$ cat config.mk
export PLATFORM = sky130hd
export DESIGN_NAME = logic_unit_arbiter
export DESIGN_NICKNAME = d
export VERILOG_FILES = /design/src/rtl/logic_unit_pkg.sv /design/src/rtl/logic_unit.sv /design/src/rtl/logic_unit_arbiter.sv
export SDC_FILE = /design/constraint.sdc
export NUM_CORES = 1
export LEC_CHECK = 0
export CAP_MARGIN = 10
export CORE_MARGIN = 2
export CORE_UTILIZATION = 48
export CTS_CLUSTER_DIAMETER = 150
export CTS_CLUSTER_SIZE = 25
export DETAILED_ROUTE_END_ITERATION = 8
export PLACE_DENSITY = 0.89
export SETUP_SLACK_MARGIN = 0.1
export SLEW_MARGIN = 40
export SYNTH_ARGS = -nofsm -noshare
export SYNTH_HDL_FRONTEND = slang
export SYNTH_SLANG_ARGS = --single-unit
$ cat constraint.sdc
create_clock -name clk -period 3.7 [get_ports clk]
set_input_delay 0.74 -clock clk [delete_from_list [all_inputs] [get_ports clk]]
set_output_delay 0.74 -clock clk [all_outputs]
set_load 0.005 [all_outputs]
$ cat src/rtl/logic_unit_pkg.sv
// Shared opcode constants and FSM state encoding
// for the arbitrated logic unit.
package logic_unit_pkg;

    localparam logic [1:0] OP_AND = 2'b00;
    localparam logic [1:0] OP_OR  = 2'b01;
    localparam logic [1:0] OP_XOR = 2'b10;
    localparam logic [1:0] OP_NOR = 2'b11;

    typedef enum logic [1:0] {
        S_IDLE = 2'd0,
        S_EXEC = 2'd1,
        S_RESP = 2'd2
    } state_t;

endpackage

$ cat src/rtl/logic_unit.sv
// Combinational W-bit two-operand bitwise unit,
// shared by all requesters of the arbiter.
module logic_unit #(
    parameter int W = 8
) (
    input  logic [1:0]   op,
    input  logic [W-1:0] a,
    input  logic [W-1:0] b,
    output logic [W-1:0] y
);
    import logic_unit_pkg::*;

    always_comb begin
        y = '0;
        unique case (op)
            OP_AND: y = a & b;
            OP_OR:  y = a | b;
            OP_XOR: y = a ^ b;
            OP_NOR: y = ~(a | b);
            default: y = '0;
        endcase
    end

endmodule

$ cat src/rtl/logic_unit_arbiter.sv
// Round-robin arbiter for four requesters sharing
// one logic unit; one operation in flight at a time.
module logic_unit_arbiter #(
    parameter int W = 8,
    parameter int N = 4
) (
    input  logic           clk,
    input  logic           rst_n,
    input  logic [N-1:0]   req_valid,
    output logic [N-1:0]   req_ready,
    input  logic [2*N-1:0] req_op,
    input  logic [W*N-1:0] req_a,
    input  logic [W*N-1:0] req_b,
    output logic           rsp_valid,
    output logic [1:0]     rsp_id,
    output logic [W-1:0]   rsp_data,
    input  logic           rsp_ready
);
    import logic_unit_pkg::*;

    state_t       state_q, state_d;
    logic [1:0]   rr_ptr_q;
    logic [1:0]   op_q;
    logic [W-1:0] a_q, b_q;
    logic [1:0]   id_q;
    logic [W-1:0] rsp_data_q;
    logic [W-1:0] lu_y;

    logic [N-1:0] grant;
    logic [1:0]   gidx;
    logic [1:0]   cand;
    logic         found;
    logic         accept;

    // Search upward from rr_ptr, wrapping modulo 4.
    always_comb begin
        found = 1'b0;
        gidx  = '0;
        cand  = '0;
        grant = '0;
        for (int k = 0; k < 4; k++) begin
            cand = rr_ptr_q + 2'(k);
            if (!found && req_valid[cand]) begin
                found = 1'b1;
                gidx  = cand;
            end
        end
        if (found) grant[gidx] = 1'b1;
    end

    assign accept = (state_q == S_IDLE) && found;

    // rst_n gate keeps the grant low while reset is held.
    assign req_ready = (state_q == S_IDLE && rst_n) ? grant : '0;

    always_comb begin
        state_d = state_q;
        unique case (state_q)
            S_IDLE: if (accept) state_d = S_EXEC;
            S_EXEC: state_d = S_RESP;
            S_RESP: if (rsp_ready) state_d = S_IDLE;
            default: state_d = S_IDLE;
        endcase
    end

    always_ff @(posedge clk or negedge rst_n) begin
        if (!rst_n) begin
            state_q    <= S_IDLE;
            rr_ptr_q   <= '0;
            op_q       <= '0;
            a_q        <= '0;
            b_q        <= '0;
            id_q       <= '0;
            rsp_data_q <= '0;
        end else begin
            state_q <= state_d;
            if (accept) begin
                op_q     <= req_op[{gidx, 1'b0} +: 2];
                a_q      <= req_a[W*gidx +: W];
                b_q      <= req_b[W*gidx +: W];
                id_q     <= gidx;
                rr_ptr_q <= gidx + 2'd1;
            end
            if (state_q == S_EXEC) rsp_data_q <= lu_y;
        end
    end

    logic_unit #(.W(W)) u_lu (
        .op (op_q),
        .a  (a_q),
        .b  (b_q),
        .y  (lu_y)
    );

    assign rsp_valid = (state_q == S_RESP);
    assign rsp_id    = id_q;
    assign rsp_data  = rsp_data_q;

endmodule

# Yosys cells after proc, flatten, opt, wreduce, memory -nomap -nowiden
# Cells that the tools add are included.
# word_totals
regBits	32
latch_bits	0
mem_bits_rw	0
mem_bits_ro	0
input_bits	79
out_inout_bits	15
elab_cells	67
n_memories	0
# classes
add_sub_neg	4
n_mul	0
div_mod_pow	0
n_lt_le_gt_ge	6
eq_ne	7
shifts	3
mux	24
bitwise_logic	4
reduce_logical	12
# ops
cell	count
variable part select 32 x 6 -> 8 bit	2
case mux 8 bit (4 select lines)	1
< comparator 2 x 3 -> 1 bit (second input constant)	5
2-to-1 mux 2 bit	6
2-to-1 mux 1 bit	9
bitwise AND 8 bit	1
binary-select mux 1 bit (select 2 bit)	4
2-to-1 mux 4 bit	2
NOT 8 bit	1
OR 8 bit	1
variable part select 8 x 4 -> 2 bit	1
XOR 8 bit	1
equality test 2 bit (second input constant)	3
logical AND 1 bit	6
case mux 2 bit (3 select lines)	1
adder 2 x 1 -> 2 bit (second input constant)	2
adder 2 bit (second input constant)	2
equality test 2 x 1 -> 1 bit (second input constant)	2
zero test 2 bit	2
zero test 1 bit	3
demux 1 bit (select 2 bit)	1
>= comparator 2 x 1 -> 1 bit (second input constant)	1
!= test 2 x 1 -> 1 bit (second input constant)	1
!= test 2 bit (second input constant)	1
AND reduction 2 bit	1

# Logic depth before layout (Yosys ltp)
# depth
depth_word	18
depth_mapped	8
ltp_nobuf	7

# Hierarchy
# Synthesis repeated with hierarchy kept, for this count alone.
# unflattened
hier_cells	250
area_unflattened_um2	2454.9
# modules_own_cells
mod	instances	cells_each	area_per_inst_um2	seq_area_each_um2
logic_unit_arbiter	1	191	1928.1	800.8
logic_unit	1	59	526.8	0.0

# Least setup slack after synthesis
# No wires, ideal clock.
# synth_timing
path_kind	input port to output port
start	input req_valid[2]
end	output req_ready[3]
arrival_time_ns	1.777
t_required_ns	2.960
slack_ns	1.183
path_stages	7
n_path_buf	2
path_cell_list	buf_6 or3_4 o21ai_4 inv_2 buf_6 nand2_1 nor2_1
# synth_via
elab_chain_len	18
elab_cells_between_ends	29
cone_classes	2 x order compare; 20 x mux; 7 x reduce/logical
# synth_rtl
element	line	source
start, declared	logic_unit_arbiter.sv:9	input logic [N-1:0] req_valid,
binary-select mux 1 bit (select 2 bit)	logic_unit_arbiter.sv:43	if (!found && req_valid[cand]) begin
2-to-1 mux 1 bit (not written as such)	logic_unit_arbiter.sv:43	
2-to-1 mux 1 bit	logic_unit_arbiter.sv:43	
zero test 1 bit	logic_unit_arbiter.sv:43	
logical AND 1 bit	logic_unit_arbiter.sv:43	
2-to-1 mux 1 bit	logic_unit_arbiter.sv:43	
zero test 1 bit	logic_unit_arbiter.sv:43	
logical AND 1 bit	logic_unit_arbiter.sv:43	
[... 2 more ...]	n/a	
logical AND 1 bit	logic_unit_arbiter.sv:43	
2-to-1 mux 2 bit	logic_unit_arbiter.sv:43	
< comparator 2 x 3 -> 1 bit (not written as such) or >= comparator 2 x 1 -> 1 bit (tied branches)	logic_unit_arbiter.sv:48	if (found) grant[gidx] = 1'b1;
logical AND 1 bit (not written as such)	logic_unit_arbiter.sv:48	
2-to-1 mux 1 bit (not written as such)	logic_unit_arbiter.sv:48	
demux 1 bit (select 2 bit)	logic_unit_arbiter.sv:48	
2-to-1 mux 4 bit *	logic_unit_arbiter.sv:48	
2-to-1 mux 4 bit *	logic_unit_arbiter.sv:54	assign req_ready = (state_q == S_IDLE && rst_n) ? grant : '0;
end, declared	logic_unit_arbiter.sv:10	output logic [N-1:0] req_ready,
# Mark *: on every way between the ends. The rest lies on a longest branch, timed or not. The select of a mux whose other input is x is not followed.

# Final worst setup path
# Same ends and word-level chain as after synthesis.

==> reports/qor.yml <==
status: "finished clean"
slowest_stage: "clkdlybuf4s50_1"
yosysWarnings: 0
routedWlPerCell_um: 14.54
root_buffer: "clkbuf_8"
finClkSkew_ps: 4.730
crit_path_max_incr_delay_ps: 580
wl_met3_um: 448
finalHoldViolCount: 0
grt_pass1_wl_mm: 10.47
port_buffers: 93
p_leak_uw: 0.001523
pin_count: 94
relSlewSlack: 0.5432
critPathMostFrequentCell: "clkdlybuf4s50_1"
post-route-util: 0.7310
dpl.cell_count: 427
num_vias: 2407
cp_data_arrival_time_ps: 2620
synth_cells: 279
grt_pass1_vias: 2373
top_layer_used: "met4"
core_um2: 4786
cts_buffer_depth: 2
tightest_slew_ps: 685.2
worst_ep_required_time_ps: 2960
peakVddDrop_mv: 0.5147
critical_path_class: "in2out"
area_delta_synth_final_pct: 44.50
start_util: 0.5059
fmax_mhz: 297.8
ctsResizeCount: 0
cts_buffers: 5
finalSetupViolCount: 0
grt_usage: 0.2453
rows: 25
crit_path_start_kind: "primary input"
final_net_count: 462
synth_area_per_cell_um2: 8.678
finalMaxSlewViolations: 0
cts_tree: "built"
hp-class: "in2async"
insertion_delay_ps: 290
grt_start_max_net_pins: 31
globalRouteOverflowTotal: 0
cts_setup_buffers: 0
htreeDepth: 2
synth.distinct_cells: 35
critical_path.top_delay_family: "buffers and inverters"
antenna_cells: 0
final_common_cell: "clkdlybuf4s50_1"
crit_buf_inv: 3
avgViaCountPerCell: 5.533
routed-wl-met2_mm: 3.247
rsz0062_at_grt: "no"
crit_chain: "clkdlybuf4s50_1 > or3_4 > o21ai_4 > inv_2 > nand2_1 > nor2_1 > clkdlybuf4s50_1"
finalCriticalPeriod_ps: 3358
ctsHoldBuffers: 0
wl_mm: 6.326
setup-tns-final_ps: 0
rrSetupSlack_ps: 1810
crit_fanout: 9
drt_iter0_markers: 138
synth_edf_count: 0
syn_area_um2: 2421
die_w_um: 75.02
postRouteAntennaNets: 0
finalCritPeriodShare: 0.9076
dieHeight_um: 75.02
clk_pin_slew_ps: 70
dr.pass1.iters: 4
clkSinkCount: 32
stdcell_count: 435
fp.dieArea_um2: 5628
fillerInstances: 367
end_kind: "output pin"
route.detailed.drc: 0
dpl.hpwl_mm: 4.874
synth_flop_cell: "dfrtp_1"
p_per_area_nw_per_um2: 715.3
synth_fp_nets: 374
ys_seq_elements: 32
ys_seq_area_frac: 0.3307
drive_above_1_share: 0.1087
final_cell_mix: "92 x clkdlybuf4s50_1, 32 x dfrtp_1, 20 x inv_1, 20 x o21ai_0, 20 x o22ai_1"
synthArstFlopShare: 1.000
antenna_found_initial: 0
cap_violations: 0
place_congestion: 0.8264
drt-met1-wl_mm: 2.532
power by group:
part | switching, µW | internal, µW | total, µW
Combinational | 715 | 718 | 1430
Clock | 139 | 199 | 338
Sequential | 202 | 529 | 731
Total | 1060 | 1450 | 2500
synth_stat cells (6+ instances only):
library cell,instances,area share
dfrtp_1,32,0.33
nor2_1,17,0.026
o22ai_1,20,0.052
ha_1,16,0.083
o31ai_1,6,0.019
nor2b_1,16,0.041
nor2_2,15,0.039
o21ai_0,20,0.041
clkbuf_1,10,0.016
nand2_1,17,0.026
mux2i_1,18,0.074
inv_1,20,0.031
a221oi_1,18,0.065
or2_1,16,0.041
worst paths after layout:
check | startpoint | cells past startpoint | end
min in group clk | rsp_id[0]$_DFFE_PN0P_ | 2 | rsp_id[0]$_DFFE_PN0P_
max in group asynchronous | rst_n | 2 | b_q[0]$_DFFE_PN0P_
worst min-delay path | rst_n | 1 | rr_ptr_q[0]$_DFFE_PN0P_
worst max register to register | rr_ptr_q[1]$_DFFE_PN0P_ | 6 | a_q[3]$_DFFE_PN0P_
worst min register to register | rsp_id[0]$_DFFE_PN0P_ | 2 | rsp_id[0]$_DFFE_PN0P_
worst max-delay path | req_valid[2] | 7 | req_ready[3]
through the flow:
| stage | worst slack [ps] | total power (µW) | instance area (µm²) | hold slack (ps) |
|---|---|---|---|---|
| after global placement | 387.1 | 2072 | 3387 | 457.2 |
| after floorplan | 1183 | 1706 | 2421 | 444.4 |
| after global routing | 261.3 | 2735 | 3498 | 257.9 |
| final | 341.7 | 2502 | 3498 | 262.3 |
| after detailed placement | 354.4 | 2155 | 3387 | 465.3 |
| after CTS | 346.4 | 2505 | 3498 | 256.5 |
sequential cells by signal, summed over array words and instances (netlist names):
register and cells:
op_q 2, rr_ptr_q 2, state_q 2, a_q 8
rsp_id 2, rsp_data 8, b_q 8
layer usage:
layer,vias up,GRT usage
met5,-,0
met4,0,0.09722
met3,12,0.06693
met2,94,0.4113
met1,1142,0.2993
li1,1159,-
area by class of cell:
| cell class | instances | area, µm² | share of cell area |
|---|---|---|---|
| Clock buffer | 5 | 68.82 | 0.01967 |
| Inverter | 21 | 78.83 | 0.02253 |
| Timing Repair Buffer | 101 | 985.9 | 0.2818 |
| Tap cell | 67 | 83.83 | 0.02396 |
| Multi-Input combinational cell | 206 | 1438 | 0.4109 |
| Sequential cell | 32 | 800.8 | 0.2289 |
| Clock inverter | 3 | 42.54 | 0.01216 |
logic make-up after synthesis:
logic type / share of synthesized area
fa+ha+maj: 0.08269
mux: 0.07442
simple gates: 0.2129
buf+inv: 0.07855
compound gates: 0.2207
flops: 0.3308
(Power assumes the default switching activity.)
